<file path="config.mk">
export PLATFORM = sky130hd
export DESIGN_NAME = mem_scrub_reader
export DESIGN_NICKNAME = d
export VERILOG_FILES = /design/src/rtl/mem_scrub_pkg.sv /design/src/rtl/scrub_lat_pipe.sv /design/src/rtl/mem_scrub_reader.sv
export SDC_FILE = /design/constraint.sdc
export NUM_CORES = 1
export LEC_CHECK = 0
export BUFFER_PORTS_ARGS = -buffer_cell sky130_fd_sc_hd__buf_2
export CAP_MARGIN = 20
export CORE_MARGIN = 2
export CORE_UTILIZATION = 25
export DETAILED_ROUTE_END_ITERATION = 7
export PLACE_DENSITY_LB_ADDON = 0.3
export SYNTH_ARGS = -nofsm -noshare
export SYNTH_HDL_FRONTEND = slang
export SYNTH_SLANG_ARGS = --single-unit
</file>
<file path="constraint.sdc">
create_clock -name clk -period 8.4 [get_ports clk]
set_input_delay 1.26 -clock clk [delete_from_list [all_inputs] [get_ports clk]]
set_output_delay 1.26 -clock clk [all_outputs]
set_load 0.05 [all_outputs]
</file>
<file path="src/rtl/mem_scrub_pkg.sv">
// Shared types and helpers for the read-only memory scrubber.
package mem_scrub_pkg;

  typedef enum logic [1:0] {
    IDLE  = 2'd0,
    ISSUE = 2'd1,
    DRAIN = 2'd2,
    DONE  = 2'd3
  } scrub_state_e;

  typedef enum logic [1:0] {
    PAT_NONE  = 2'd0,
    PAT_COUNT = 2'd1,
    PAT_BYTE  = 2'd2
  } pattern_e;

  localparam logic [31:0] COUNT_STEP = 32'h1111;
  localparam int MAX_DATA_W = 256;
  localparam int MAX_ADDR_W = 32;

  // Word is built at full width; callers mask it down to their DATA_W.
  function automatic logic [MAX_DATA_W-1:0] exp_word(input logic [MAX_ADDR_W-1:0] addr,
                                                     input pattern_e pattern);
    logic [MAX_DATA_W-1:0] w;
    case (pattern)
      PAT_COUNT: w = MAX_DATA_W'(64'(addr) * 64'(COUNT_STEP));
      PAT_BYTE:  w = {(MAX_DATA_W/8){addr[7:0]}};
      default:   w = '0;
    endcase
    return w;
  endfunction

  function automatic pattern_e decode_pattern(input logic [1:0] sel);
    case (sel)
      2'd1:    return PAT_COUNT;
      2'd2:    return PAT_BYTE;
      default: return PAT_NONE;
    endcase
  endfunction

endpackage

</file>
<file path="src/rtl/scrub_lat_pipe.sv">
// Tag shift register that tracks each read until its data is valid at the memory output.
module scrub_lat_pipe
  import mem_scrub_pkg::*;
#(
  parameter int DEPTH  = 1,
  parameter int ADDR_W = 8
) (
  input  logic              clk,
  input  logic              rst,
  input  logic              in_valid,
  input  logic [ADDR_W-1:0] in_addr,
  output logic              out_valid,
  output logic [ADDR_W-1:0] out_addr,
  output logic              any_valid
);

  logic [DEPTH-1:0]  vld;
  logic [ADDR_W-1:0] adr [DEPTH];

  always_ff @(posedge clk) begin
    if (rst) begin
      vld <= '0;
      for (int i = 0; i < DEPTH; i++) adr[i] <= '0;
    end else begin
      vld[0] <= in_valid;
      adr[0] <= in_addr;
      for (int i = 1; i < DEPTH; i++) begin
        vld[i] <= vld[i-1];
        adr[i] <= adr[i-1];
      end
    end
  end

  assign out_valid = vld[DEPTH-1];
  assign out_addr  = adr[DEPTH-1];
  assign any_valid = |vld;

endmodule

</file>
<file path="src/rtl/mem_scrub_reader.sv">
// Read-only sweep of a memory range, tallying CRC flags and pattern mismatches.
// state | meaning
// IDLE  | waiting for start after reset
// ISSUE | one read address per cycle until last_addr or abort
// DRAIN | no new reads, waiting for in-flight tags to retire
// DONE  | results held until the next start
module mem_scrub_reader
  import mem_scrub_pkg::*;
#(
  parameter int ADDR_W = 8,
  parameter int DATA_W = 32,
  parameter int RD_LAT = 1,
  parameter int CNT_W  = 16
) (
  input  logic              clk,
  input  logic              rst,
  input  logic              start,
  input  logic              abort,
  input  logic [ADDR_W-1:0] first_addr,
  input  logic [ADDR_W-1:0] last_addr,
  input  logic [1:0]        pattern_sel,
  output logic              mem_wr,
  output logic [ADDR_W-1:0] mem_addr,
  input  logic [DATA_W-1:0] mem_data_out,
  input  logic              mem_err_detected,
  input  logic              mem_err_corrected,
  output logic              busy,
  output logic              done,
  output logic              rd_valid,
  output logic [ADDR_W-1:0] rd_addr,
  output logic [DATA_W-1:0] rd_data,
  output logic [CNT_W-1:0]  det_cnt,
  output logic [CNT_W-1:0]  cor_cnt,
  output logic [CNT_W-1:0]  mis_cnt,
  output logic              first_err_valid,
  output logic [ADDR_W-1:0] first_err_addr
);

  localparam logic [MAX_DATA_W-1:0] DATA_MASK = {MAX_DATA_W{1'b1}} >> (MAX_DATA_W - DATA_W);

  scrub_state_e      state_q, state_d;
  logic [ADDR_W-1:0] last_q;
  pattern_e          pat_q;
  logic              load, issue, enter_done;
  logic              pipe_valid, pipe_any;
  logic [ADDR_W-1:0] pipe_addr;
  logic [MAX_DATA_W-1:0] exp_full;
  logic              hit_mis, hit_fail;

  assign mem_wr = 1'b0;

  always_ff @(posedge clk) begin
    if (rst) state_q <= IDLE;
    else     state_q <= state_d;
  end

  // abort beats last-address detection and any concurrent start
  always_comb begin
    state_d = state_q;
    case (state_q)
      IDLE, DONE: if (start) state_d = ISSUE;
      ISSUE:      if (abort || mem_addr == last_q) state_d = DRAIN;
      DRAIN:      if (!pipe_any) state_d = DONE;
      default:    state_d = IDLE;
    endcase
  end

  always_comb begin
    busy  = 1'b0;
    load  = 1'b0;
    issue = 1'b0;
    case (state_q)
      IDLE, DONE: load = start;
      ISSUE: begin
        busy  = 1'b1;
        issue = !abort;
      end
      DRAIN:   busy = 1'b1;
      default: ;
    endcase
  end

  assign enter_done = (state_q == DRAIN) && (state_d == DONE);

  always_ff @(posedge clk) begin
    if (rst) begin
      mem_addr <= '0;
      last_q   <= '0;
      pat_q    <= PAT_NONE;
      done     <= 1'b0;
    end else begin
      done <= enter_done;
      if (load) begin
        mem_addr <= first_addr;
        last_q   <= last_addr;
        pat_q    <= decode_pattern(pattern_sel);
      end else if (issue) begin
        mem_addr <= mem_addr + ADDR_W'(1);
      end
    end
  end

  scrub_lat_pipe #(
    .DEPTH  (RD_LAT),
    .ADDR_W (ADDR_W)
  ) u_pipe (
    .clk       (clk),
    .rst       (rst),
    .in_valid  (issue),
    .in_addr   (mem_addr),
    .out_valid (pipe_valid),
    .out_addr  (pipe_addr),
    .any_valid (pipe_any)
  );

  assign exp_full = exp_word(MAX_ADDR_W'(pipe_addr), pat_q);
  assign hit_mis  = (pat_q != PAT_NONE) && ((exp_full & DATA_MASK) != MAX_DATA_W'(mem_data_out));
  assign hit_fail = mem_err_detected || hit_mis;

  always_ff @(posedge clk) begin
    if (rst) begin
      rd_valid        <= 1'b0;
      rd_addr         <= '0;
      rd_data         <= '0;
      det_cnt         <= '0;
      cor_cnt         <= '0;
      mis_cnt         <= '0;
      first_err_valid <= 1'b0;
      first_err_addr  <= '0;
    end else begin
      rd_valid <= pipe_valid;
      if (load) begin
        det_cnt         <= '0;
        cor_cnt         <= '0;
        mis_cnt         <= '0;
        first_err_valid <= 1'b0;
        first_err_addr  <= '0;
      end
      if (pipe_valid) begin
        rd_addr <= pipe_addr;
        rd_data <= mem_data_out;
        if (mem_err_detected && det_cnt != '1)  det_cnt <= det_cnt + CNT_W'(1);
        if (mem_err_corrected && cor_cnt != '1) cor_cnt <= cor_cnt + CNT_W'(1);
        if (hit_mis && mis_cnt != '1)           mis_cnt <= mis_cnt + CNT_W'(1);
        if (hit_fail && !first_err_valid) begin
          first_err_valid <= 1'b1;
          first_err_addr  <= pipe_addr;
        end
      end
    end
  end

endmodule

</file>
Yosys cells after proc, flatten, opt, wreduce, memory -nomap -nowiden
Memories as Yosys holds them, arrays and structs flattened.
Index checks and enable logic that the tools add are counted.
{ "totals": {"ff_bits": 120, "latchBits": 0, "ram_bits": 8, "rom_bits": 0, "input_bits": 56, "out_inout_bits": 109, "elab_cells": 80, "memories": 1} }
{ "mem_list": {"columns": ["memory", "words", "width", "rd", "rd_ports_with_merged_regs", "write_ports", "line", "text"], "rows": [
  ["u_pipe.adr", 1, 8, 1, 0, 1, "scrub_lat_pipe.sv:18", "logic [ADDR_W-1:0] adr [DEPTH];"]
]} }
{ "op_classes": {"add_sub_neg": 4, "multipliers": 1, "div_mod_pow": 0, "order_cmp": 0, "eq_ne": 13, "shifts": 0, "mux": 31, "bitwise": 0, "n_reduce_logical": 16} }
{ "ops": {"columns": ["cell", "n"], "rows": [
  ["$mux 16", 9],
  ["$pmux 32 s2", 1],
  ["$add 16x1->16 const B", 3],
  ["$mux 8", 6],
  ["$ne 16x16->1 const B", 3],
  ["$ne 32x32->1", 1],
  ["$mul 8x13->21 const B", 1],
  ["$eq 2x2->1 const B", 5],
  ["$mux 1", 10],
  ["$add 8x1->8 const B", 1],
  ["$eq 8x8->1", 1],
  ["$reduce_or 8->1", 1],
  ["$eq 2x1->1 const B", 3],
  ["$logic_and 1x1->1", 6],
  ["$mux 2", 3],
  ["$pmux 2 s3", 1],
  ["$pmux 2 s2", 1],
  ["$reduce_bool 2->1", 2],
  ["$reduce_or 2->1", 2],
  ["$logic_not 1->1", 2],
  ["$logic_not 2->1", 1],
  ["$logic_or 1x1->1", 2]
]} }

Longest topological paths before layout
Gate-level depths: netlist of run 1.
An unclocked memory read counts as a cell.
{ "depth": {"depth_word": 9, "ltp_mapped": 18, "ltp_nobuf": 15} }

Cells and area by module
Synthesis of run 1 repeated with hierarchy kept, for this count alone.
{ "unflattened": {"cells_unflattened": 870, "hier_area_um2": 7267.0} }
{ "by_module_without_submodules": {"columns": ["mod", "n_inst", "cells_per_inst", "area_each_um2", "seq_area_each_um2"], "rows": [
  ["mem_scrub_reader", 1, 851, 7023.0, 2382.3],
  ["scrub_lat_pipe", 1, 19, 244.0, 180.2]
]} }

Worst setup path after synthesis of run 1
OpenSTA, ideal clock, no wires.
{ "synth_path": {"path_type": "register to register", "from": "memory u_pipe.adr[0][0]", "to": "register mis_cnt[2]", "setup_ps": 68, "arrival_ps": 3617, "t_required_ps": 8332, "path_slack_ps": 4715, "path_stages_with_launch": 19, "path_buffers": 4, "synth_period_minus_slack_ps": 3685, "cell_sequence": "dfxtp_1 buf_2 inv_1 fa_1 inv_1 ha_1 ha_1 buf_4 and4_1 o211ai_2 o41ai_1 a221oi_1 o2111ai_1 a2111oi_2 and3_1 buf_6 buf_12 o211ai_2 a21oi_2"} }
{ "synth_between": {"elab_chain_len": 8} }
{ "synth_rtl": {"columns": ["element", "line", "text"], "rows": [
  ["start, declared", "scrub_lat_pipe.sv:18", null],
  ["$mem_v2 1x8 *", null, null],
  ["$mul 8x13->21", "mem_scrub_pkg.sv:26", "PAT_COUNT: w = MAX_DATA_W'(64'(addr) * 64'(COUNT_STEP));"],
  ["$pmux 32 s2 *", "mem_scrub_pkg.sv:25", "case (pattern)"],
  ["$ne 32x32->1 *", "mem_scrub_reader.sv:117", "assign hit_mis = (pat_q != PAT_NONE) && ((exp_full & DATA_MASK) != MAX_DATA_W'(mem_data_out));"],
  ["$logic_and 1x1->1 *", "mem_scrub_reader.sv:117", null],
  ["$logic_and 1x1->1 *", "mem_scrub_reader.sv:144", "if (hit_mis && mis_cnt != '1) mis_cnt <= mis_cnt + CNT_W'(1);"],
  ["$mux 16 *", "mem_scrub_reader.sv:144", null],
  ["$mux 16 *", "mem_scrub_reader.sv:139", "if (pipe_valid) begin"],
  ["end signal, assigned", "mem_scrub_reader.sv:144", null],
  ["end, declared", "mem_scrub_reader.sv:34", "output logic [CNT_W-1:0] mis_cnt,"]
]} }
Every way passes the cells marked *; elsewhere a longest branch is shown, timed or not.
A chain may end at the register's enable or synchronous reset.

Final worst setup path of run 1
{ "layout_path": {"from": "memory u_pipe.adr[0][7]", "to": "register mis_cnt[4]"} }
The elaborated chain is that of the path after synthesis.

==> results of run 1 <==
## state kept, by name, summed over array words and instances (netlist names), 16 cells and up
| register | cells |
|---|---|
| mis_cnt | 16 |
| det_cnt | 16 |
| cor_cnt | 16 |
| rd_data | 32 |
## kinds of logic (layout without fill, tap and decap cells)
family / count (synthesis) / count (layout) / synth area share [%]
flip-flops: 128 / 128 / 34.64
AND/OR/NAND/NOR: 374 / 374 / 24.88
buffers and inverters: 72 / 220 / 4.803
XOR/XNOR: 57 / 57 / 6.849
multiplexers: 46 / 46 / 6.274
other: 1 / 2 / 0.05069
adder cells (fa/ha/maj): 29 / 29 / 5.107
AO/OA/AOI/OAI: 176 / 176 / 17.40
## worst max-delay path, delay by kind of cell, from the launching register on
kind,cells,cell delay [ns]
AOI/OAI and AO/OA,5,1.38
adders and majority gates,4,1.43
buffers and inverters,2,0.11
DFF,1,0.68
and+or+nand+nor,3,1.33
## power groups by stage
| stage | clock, mW | combinational (mW) | sequential (mW) |
|---|---|---|---|
| floorplan | 0 | 0.163 | 0.701 |
| global placement | 0 | 0.274 | 0.671 |
| detailed placement | 0 | 0.278 | 0.672 |
| CTS | 0.763 | 0.279 | 0.658 |
| global route | 0.790 | 0.304 | 0.661 |
| finish | 0.738 | 0.277 | 0.659 |
## worst min path at each step
stage / startpoint / cells past startpoint / slack (ns) / endpoint
2_1_floorplan: pat_q[1]$_SDFFE_PP0P_ / 2 / 0.45 / pat_q[1]$_SDFFE_PP0P_
3_3_place_gp: last_q[0]$_SDFFE_PP0P_ / 2 / 0.46 / last_q[0]$_SDFFE_PP0P_
3_5_place_dp: last_q[0]$_SDFFE_PP0P_ / 2 / 0.46 / last_q[0]$_SDFFE_PP0P_
4_1_cts: last_q[0]$_SDFFE_PP0P_ / 2 / 0.47 / last_q[0]$_SDFFE_PP0P_
5_1_grt: pat_q[0]$_SDFFE_PP0P_ / 2 / 0.49 / pat_q[0]$_SDFFE_PP0P_
6_report: last_q[0]$_SDFFE_PP0P_ / 2 / 0.47 / last_q[0]$_SDFFE_PP0P_
## synthesized netlist by cell type (19+ instances only)
cell type | n | area [um2]
mux2i_1 | 43 | 430.4
xor2_1 | 34 | 297.8
nand2_1 | 79 | 296.5
nor2_1 | 118 | 442.9
clkbuf_1 | 26 | 97.59
a21oi_1 | 41 | 205.2
o211ai_1 | 19 | 142.6
o21ai_0 | 24 | 120.1
and3_1 | 22 | 137.6
nand3_1 | 42 | 210.2
ha_1 | 27 | 337.8
xnor2_1 | 22 | 192.7
dfxtp_1 | 128 | 2562
nand4_1 | 29 | 181.4
## metrics by stage
stage	instances	cell area, um2	utilization, %	hold slack [ns]	total power [mW]
3_5_place_dp	1383	8483	29.32	0.4613	0.9499
4_1_cts	1415	9056	31.30	0.4705	1.701
5_1_grt	1415	9056	31.30	0.4866	1.756
6_report	1416	9059	31.31	0.4700	1.674
3_3_place_gp	1382	8463	29.25	0.4552	0.9457
2_1_floorplan	883	7398	-	0.4486	0.8638
## layout by cell type (no fill, tap or decap), drive strengths merged, types with 4 or more instances in the layout
| cell | netlist | final |
|---|---|---|
| nand4 | 29 | 29 |
| or3 | 7 | 7 |
| a31oi | 9 | 9 |
| nand2b | 10 | 10 |
| nor2b | 15 | 15 |
| and2 | 10 | 10 |
| and4b | 4 | 4 |
| nand2 | 79 | 79 |
| nand3 | 42 | 42 |
| o31ai | 4 | 4 |
| nand3b | 9 | 9 |
| dfxtp | 128 | 128 |
| o21ai | 25 | 25 |
| clkinv | 0 | 4 |
| nor2 | 118 | 118 |
| xor2 | 34 | 34 |
| nor4 | 7 | 7 |
| buf | 27 | 170 |
| and3 | 22 | 22 |
| o41ai | 4 | 4 |
| mux2i | 43 | 43 |
| ha | 27 | 27 |
| o211ai | 29 | 29 |
| a22oi | 7 | 7 |
| clkbuf | 27 | 19 |
| o21a | 5 | 5 |
| a211oi | 9 | 9 |
| nor3 | 9 | 9 |
| o22ai | 6 | 6 |
| inv | 18 | 23 |
| a21oi | 44 | 44 |
| xnor2 | 23 | 23 |
## layout make-up
class | instances | area (um2) | share of cell area [%]
diodes | 1 | 2.502 | 0.02762
repair buffers | 170 | 883.3 | 9.751
inverters | 18 | 67.56 | 0.7459
clock buffers | 19 | 442.9 | 4.890
multi-input cells | 683 | 4488 | 49.54
well taps | 384 | 480.5 | 5.304
clock inverters | 13 | 130.1 | 1.436
flip-flops and latches | 128 | 2564 | 28.30
## metal layers
layer  vias up  track usage [%]  wire [um]  share of wire [%]
met4         2            4.408        324                1.4
met3        21            4.005       1234                5.2
met1      3256            20.10      11280                 48
li1       3445                -          -                  -
met5         -                0         16              0.068
met2       158            24.61      10790                 46
==> flow_summary.ini, run 1 <==
[global_routing]
gr-total-overflow = 0
antenna_found_initial = 2
grt.total_usage_pct = 15.28
grt_max_degree = 61
grt_pass1_wl_um = 37230
first_global_vias = 6563

[placed_design]
hpwl_um = 17030
pre_cts_ws_ns = 3.363
place.gp.congestion = 0.8440
portBuffers = 163

[logic_synthesis]
yosysWarnings = 0
ys_seq_area_share_pct = 34.64
ys.flop_type = dfxtp_1
synth_cell_type_count = 77
async_reset_ff_share_pct = 0
synthCells = 883
avgSynthCellArea_um2 = 8.379
ys_seq_elements = 128
synth_area_um2 = 7398
synth_nets = 968
synth_edf_count = 0

[final_layout]
layout.nets = 1103
syn2layout_area_growth_pct = 22.44
drive_above_1_share_pct = 22.89
n_fill_cell = 3100

[critical_path]
criticalPathCategory = flip-flop to flip-flop
worstPathArrival_ns = 5.36
path_cells = ha_1 -> inv_1 -> fa_1 -> inv_1 -> ha_1 -> ha_1 -> nand4_1 -> or2_1 -> a221oi_1 -> o2111ai_1 -> a2111oi_2 -> and3_1 -> o211ai_1 -> a21oi_1
r2r-end = mis_cnt[4]$_SDFF_PP0_
rrSetupSlack_ns = 3.39
slowest_delay_ns = 0.84
endpoint_kind = flip-flop
worstSetupStartpointType = flip-flop
crit_start = u_pipe.adr[0][7]$_SDFF_PP0_
r2r_cells = 14
cp_max_fo = 18
cp.required_ns = 8.75
cpMaxStageDelayCell = and3_1
critPathCapture = mis_cnt[4]$_SDFF_PP0_
cp_common_cell = ha_1
r2r_start = u_pipe.adr[0][7]$_SDFF_PP0_

[route]
drt.antenna.violating_nets = 0
first_pass_iters = 5
via_per_inst = 4.860
wire_per_inst_um = 16.70
wl_um = 23650
drc_errors = 0
drt_iter0_markers = 384
dr_total_vias = 6882

[job]
max_cap_violations = 0

[power_and_ir_drop]
p_sw_mw = 0.5357
power.density_nw_per_um2 = 184.8
cellLeakagePower_nw = 3.596
power_frac_comb_pct = 16.6
p_clk_share_pct = 44.1
p_seq_share_pct = 39.3
intPower_mw = 1.138
ir_drop_mv = 0.1162
power.share.switching_pct = 32.01

[clocking]
tritoncts = done
clock_latency_ns = 0.42
cts_hold_buf = 0
post_cts_resized = 0
clkSinkCount = 128
numCtsBuffers = 17
htreeDepth = 4
cts-root-buf = clkbuf_16
clockBufferDepth = 2
cts_setup_buffers = 0
clk_pin_slew_ns = 0.07

[timing]
slew_headroom_pct = 36.03
rsz0062_at_grt = false
skew_ns = 0.01158
worst_slack_ns = 3.386
layout_min_cycle_time_ns = 5.014
finalCritPeriodShare_pct = 59.69
setup_tns_ns = 0
fmax_mhz = 199.5
tightest_slew_ns = 0.9566
slew_violations = 0
finalSetupViolations = 0
finalHoldViolCount = 0

[floorplan]
design.die.area_um2 = 30980
die_w_um = 176.0
die_h_um = 176.0
core.rowCount = 62
coreArea_um2 = 28940
ioPinCount = 165
start_util_pct = 25.57

[hold_path]
hold_class = flip-flop to flip-flop

[outcome]
status = completed
(Power assumes the default switching activity.)
==> inputs of run 2 (changes only) <==
--- a/config.mk
+++ b/config.mk
@@ -5,6 +5,7 @@
 export SDC_FILE = /design/constraint.sdc
 export NUM_CORES = 1
 export LEC_CHECK = 0
+export ABC_AREA = 1
 export BUFFER_PORTS_ARGS = -buffer_cell sky130_fd_sc_hd__buf_2
 export CAP_MARGIN = 20
 export CORE_MARGIN = 2
==> constraint.sdc (replaced) <==
create_clock -name clk -period 5.2 [get_ports clk]
set_input_delay 0.78 -clock clk [delete_from_list [all_inputs] [get_ports clk]]
set_output_delay 0.78 -clock clk [all_outputs]
set_load 0.05 [all_outputs]
==> run 2 against run 1 <==
- design area increased by 0.47%
- largest cell class unchanged
- routed wire length increased by 1.1%
- critical path depth increased by 7
- critical endpoint is now mis_cnt[2]$_SDFF_PP0_
- hold slack improved by 0.022 ns
- core utilization increased by 0.32 points
- global-route usage increased by 0.18 points
- die area decreased by 0.94%
- clock-buffer cell count decreased by 2
- fmax increased by 16%
- synthesized area decreased by 0.96%
==> flow_summary.ini, run 2 <==
[critical_path]
cp.required_ns = 5.52
endpoint_kind = flip-flop
worstSetupStartpointType = flip-flop
criticalPathCategory = flip-flop to flip-flop
worstPathArrival_ns = 4.63
cp_max_fo = 12

[clocking]
clock_latency_ns = 0.43
cts_setup_buffers = 0
clkSinkCount = 128
tritoncts = done
numCtsBuffers = 17
cts-root-buf = clkbuf_16
clockBufferDepth = 2
clk_pin_slew_ns = 0.07
htreeDepth = 4
post_cts_resized = 0
cts_hold_buf = 0

[logic_synthesis]
yosysWarnings = 0
synth_edf_count = 0
avgSynthCellArea_um2 = 6.631
ys.flop_type = dfxtp_1
synth_most_common_cell = nand2_1
synth_cell_type_count = 42
async_reset_ff_share_pct = 0
synth_area_leaders = dfxtp_1 (35%), nand2_1 (13%), nor2_1 (8.4%)
ys_seq_elements = 128
synth_area_um2 = 7327
synthCells = 1105
synth_area_leader_cell = dfxtp_1
synth_nets = 1190
synth_common_cells = nand2_1 (252), nor2_1 (164), dfxtp_1 (128)
ys_seq_area_share_pct = 34.97
yosysTopAreaCellShare_pct = 34.97

[global_routing]
antenna_found_initial = 4
grt.total_usage_pct = 15.46
grt_pass1_wl_um = 37750
first_global_vias = 7020
gr-total-overflow = 0
grt_max_degree = 82

[timing]
rsz0062_at_grt = false
layout_min_cycle_time_ns = 4.309
skew_ns = 0.009582
fmax_mhz = 232.1
setup_tns_ns = 0
finalCritPeriodShare_pct = 82.87
finalSetupViolations = 0
slew_headroom_pct = 49.82
finalHoldViolCount = 0
tightest_slew_ns = 0.7527
slew_violations = 0

[final_layout]
final_common_cell = nand2_1
largest_reg_flops = 32
layout.nets = 1336
regMostFlops = rd_data
drive_above_1_share_pct = 17.72
final_area_um2 = 9101
final_cell_mix = nand2_1 (251), nor2_1 (164), buf_2 (163), dfxtp_1 (127), inv_1 (118)
syn2layout_area_growth_pct = 24.21

[placed_design]
portBuffers = 163
place_area_um2 = 8481
hpwl_um = 17880
place.gp.congestion = 0.8726

[route]
via_per_inst = 4.577
drt-met1-wl_um = 11020
dr_total_vias = 7552
wl_um = 23910
top_layer = met5
wl_met2_um = 10950
drt_iter0_markers = 381
drc_errors = 0
wl_met3_um = 1698
first_pass_iters = 6
drt.antenna.violating_nets = 0
wire_per_inst_um = 14.49

[floorplan]
design.die.area_um2 = 30690
ioPinCount = 165
die_w_um = 175.2
start_util_pct = 25.46
coreArea_um2 = 28780
core.rowCount = 62
die_h_um = 175.2

[hold_path]
hold_class = flip-flop to flip-flop

[power_and_ir_drop]
ir_drop_mv = 0.1769
power.density_nw_per_um2 = 412.0
cellLeakagePower_nw = 4.418

[outcome]
status = completed

[job]
max_cap_violations = 0
## run 2: changes by cell type after synthesis, sizes merged, moves of 11 or more
cell    previous run  this run
nor2             118       166
nor2b             15         0
nand2             79       262
a21oi             44        56
nand3             42        81
inv               18       118
nor3               9        22
xor2              34        23
mux2i             43         0
o21ai             25        88
and3              22         0
o211ai            29         7
buf               27        16
xnor2             23        10
## run 2: stage by stage
step	util (%)	hold slack [ns]	total power [mW]	instances	setup slack, ns
6_report	31.62	0.4921	3.750	1650	0.8907
5_1_grt	31.61	0.5114	3.978	1648	0.5533
4_1_cts	31.51	0.4985	3.776	1647	0.8585
3_5_place_dp	29.47	0.4799	2.562	1615	0.8830
3_3_place_gp	29.47	0.4761	2.555	1615	0.9164
2_1_floorplan	-	0.4768	2.204	1105	1.862
## run 2: cells by family after synthesis
family	Yosys count	share of synthesized area [%]
simple gates	575	33.97
compound gates	172	12.79
buf+inv	167	9.119
flops	128	34.97
xor+xnor	33	3.945
fa+ha+maj	29	5.157
other cells	1	0.05118
## run 2: layout make-up
cell class                      count  area (um2)
Antenna cell                        2       5.005
Clock buffer                       17       425.4
Fill cell                        3161       19680
Tap cell                          384       480.5
Timing Repair Buffer              173       910.9
Clock inverter                     15       162.7
Sequential cell                   128        2564
Inverter                          121       454.2
Multi-Input combinational cell    810        4099
## run 2: critical path: stages, from the launching register on
cell and delay (ns):
dfxtp_1 0.61, ha_1 0.26, inv_1 0.05, fa_1 0.47, inv_1 0.04, ha_1 0.20
ha_1 0.42, nand2_2 0.11, nor2_4 0.23, nand3_1 0.18, nand3_1 0.12, nand2_1 0.06
nand3_1 0.07, nand2_1 0.09, nand2_1 0.07, nand2_1 0.05, nand3_1 0.10, nor2_1 0.08
nand2_4 0.14, nand4_1 0.42, o21ai_0 0.36, nor2_1 0.06
## run 2: report_power, final
group          switching, mW  total [mW]  leakage [nW]  internal (mW)
combinational          0.967        1.33          3.09          0.366
sequential             0.119        1.22          1.04           1.11
clock                  0.549        1.19         0.285          0.643
## run 2: worst paths after layout
check / from / to / slack [ns] / cells past startpoint
min: rd_data[9]$_SDFFE_PP0P_ / rd_data[9]$_SDFFE_PP0P_ / 0.49 / 2
min reg2reg: rd_data[9]$_SDFFE_PP0P_ / rd_data[9]$_SDFFE_PP0P_ / 0.49 / 2
max reg2reg: u_pipe.adr[0][7]$_SDFF_PP0_ / mis_cnt[2]$_SDFF_PP0_ / 0.89 / 21
max: u_pipe.adr[0][7]$_SDFF_PP0_ / mis_cnt[2]$_SDFF_PP0_ / 0.89 / 21
## run 2: layer usage
layer,vias to the layer above,GRT usage [%]
li1,3886,-
met1,3468,19.82
met2,175,25.26
met3,19,5.222
met4,4,3.090
met5,-,0
==> inputs of run 3 (changes only) <==
==> constraint.sdc (replaced) <==
create_clock -name clk -period 4.3 [get_ports clk]
set_input_delay 0.645 -clock clk [delete_from_list [all_inputs] [get_ports clk]]
set_output_delay 0.645 -clock clk [all_outputs]
set_load 0.05 [all_outputs]
==> run 3 against run 2 <==
- register-to-register slack worse by 0.54 ns
- critical path depth up 2
- non-clock buffer count rose by 2
- clock skew grew 0.0025 ns
==> flow_summary.ini, run 3 (same netlist as run 2, synthesis figures left out) <==
[clocking]
numCtsBuffers = 17
post_cts_resized = 0
clk_pin_slew_ns = 0.08
clock_latency_ns = 0.43
htreeDepth = 4
cts_hold_buf = 0
cts-root-buf = clkbuf_16
clkSinkCount = 128
tritoncts = done
cts_setup_buffers = 0
clockBufferDepth = 2

[placed_design]
hpwl_um = 17950
place_area_um2 = 8503
place.gp.congestion = 0.8997
portBuffers = 163

[global_routing]
gr-total-overflow = 0
grt.total_usage_pct = 15.38
grt_pass1_wl_um = 37430
grt_max_degree = 48
antenna_found_initial = 5
grtUsageMet1_pct = 20.02
use_met2_pct = 24.62
grt.busiest_layer = met2
grtUsageMet3_pct = 4.678
first_global_vias = 7027

[critical_path]
cp_max_fo = 12
endpoint_kind = flip-flop
cp.required_ns = 4.62
worstPathArrival_ns = 4.27
worstSetupStartpointType = flip-flop
criticalPathCategory = flip-flop to flip-flop

[final_layout]
layout.nets = 1338
final_core_util_pct = 31.69
final_common_cell = nand2_1
regMostFlops = rd_data
largest_reg_flops = 32
n_fill_cell = 3188
syn2layout_area_growth_pct = 24.49
multiInputGateArea_um2 = 4099
final_area_um2 = 9121
layout.area.seq_um2 = 2564
drive_above_1_share_pct = 17.85
final_cell_mix = nand2_1 (251), nor2_1 (164), buf_2 (163), dfxtp_1 (127), inv_1 (118)

[timing]
finalHoldViolCount = 0
setup_tns_ns = 0
whs_ns = 0.4612
fmax_mhz = 253.3
finalCritPeriodShare_pct = 91.81
skew_ns = 0.01205
tightest_slew_ns = 0.8331
rsz0062_at_grt = false
slew_headroom_pct = 44.46
layout_min_cycle_time_ns = 3.948
finalSetupViolations = 0
slew_violations = 0

[power_and_ir_drop]
power.density_nw_per_um2 = 501.9
ir_drop_mv = 0.3233
power.share.switching_pct = 43.32
p_seq_share_pct = 32.4
p_sw_mw = 1.983
p_clk_share_pct = 33.2
cellLeakagePower_nw = 4.436
power_frac_comb_pct = 34.4
intPower_mw = 2.595
power_mw = 4.578

[route]
wl_um = 23890
dr_total_vias = 7590
drc_errors = 0
drt.antenna.violating_nets = 0
wire_per_inst_um = 14.45
first_pass_iters = 5
via_per_inst = 4.592
drt_iter0_markers = 519

[hold_path]
hold_class = input port to flip-flop

[floorplan]
core.rowCount = 62
design.die.area_um2 = 30690
die_h_um = 175.2
coreArea_um2 = 28780
ioPinCount = 165
start_util_pct = 25.46
die_w_um = 175.2

[outcome]
status = completed

[job]
max_cap_violations = 0
[run 3: changes by cell type in the layout (fill, tap and decap cells not counted)]
cell,delta
buf_4,+3
clkinv_4,-2
inv_6,+2
buf_16,-1
bufinv_16,+1
clkinvlp_4,-1
diode_2,+1
[run 3: area by class of cell]
type	count	share of cell area, %
repair buffers	175	9.931
diodes	3	0.08230
inverters	121	4.979
flip-flops and latches	128	28.11
clock inverters	15	2.030
well taps	384	5.267
clock buffers	17	4.664
multi-input cells	810	44.94
[run 3: per-layer routing]
layer / part of all wire, % / routed length (um)
met1: 46 / 10990
met2: 45 / 10730
met3: 7.6 / 1810
met4: 1.4 / 337
met5: 0.11 / 27
[run 3: path summary, 6_finish.rpt]
path | start | to | slack (ns) | cells past startpoint
max | u_pipe.adr[0][6]$_SDFF_PP0_ | mis_cnt[0]$_SDFF_PP0_ | 0.35 | 23
min | last_addr[1] | last_q[1]$_SDFFE_PP0P_ | 0.46 | 3
max reg2reg | u_pipe.adr[0][6]$_SDFF_PP0_ | mis_cnt[0]$_SDFF_PP0_ | 0.35 | 23
min reg2reg | rd_data[10]$_SDFFE_PP0P_ | rd_data[10]$_SDFFE_PP0P_ | 0.49 | 2
[run 3: worst max-delay path: stages (launching register included)]
cell,delay [ns]
dfxtp_1,0.53
ha_1,0.30
ha_1,0.34
ha_1,0.27
fa_1,0.52
nand3_1,0.15
nand2_1,0.09
nand2_1,0.07
nand2_1,0.05
o21ai_0,0.32
nand2_1,0.09
nand2_1,0.07
nand2_1,0.05
inv_1,0.05
nand2_1,0.04
nor2_1,0.08
nand2_1,0.07
nor2_2,0.12
nand2_4,0.13
nand4_1,0.10
buf_4,0.20
o21ai_0,0.10
inv_1,0.06
nor2_1,0.04
[run 3: metrics by stage]
step	setup slack [ns]	cells
detailed placement	0.3262	1618
finish	0.3520	1653
CTS	0.3027	1650
global route	0.01503	1650
floorplan	0.9615	1105
global placement	0.3205	1618
[run 3: power groups by stage]
stage | registers (mW) | clock network (mW) | logic (mW)
after CTS | 1.49 | 1.56 | 1.59
final | 1.48 | 1.52 | 1.58
after floorplan | 1.80 | 0 | 0.860
after global routing | 1.51 | 1.60 | 1.73
after global placement | 1.51 | 0 | 1.58
after detailed placement | 1.51 | 0 | 1.58
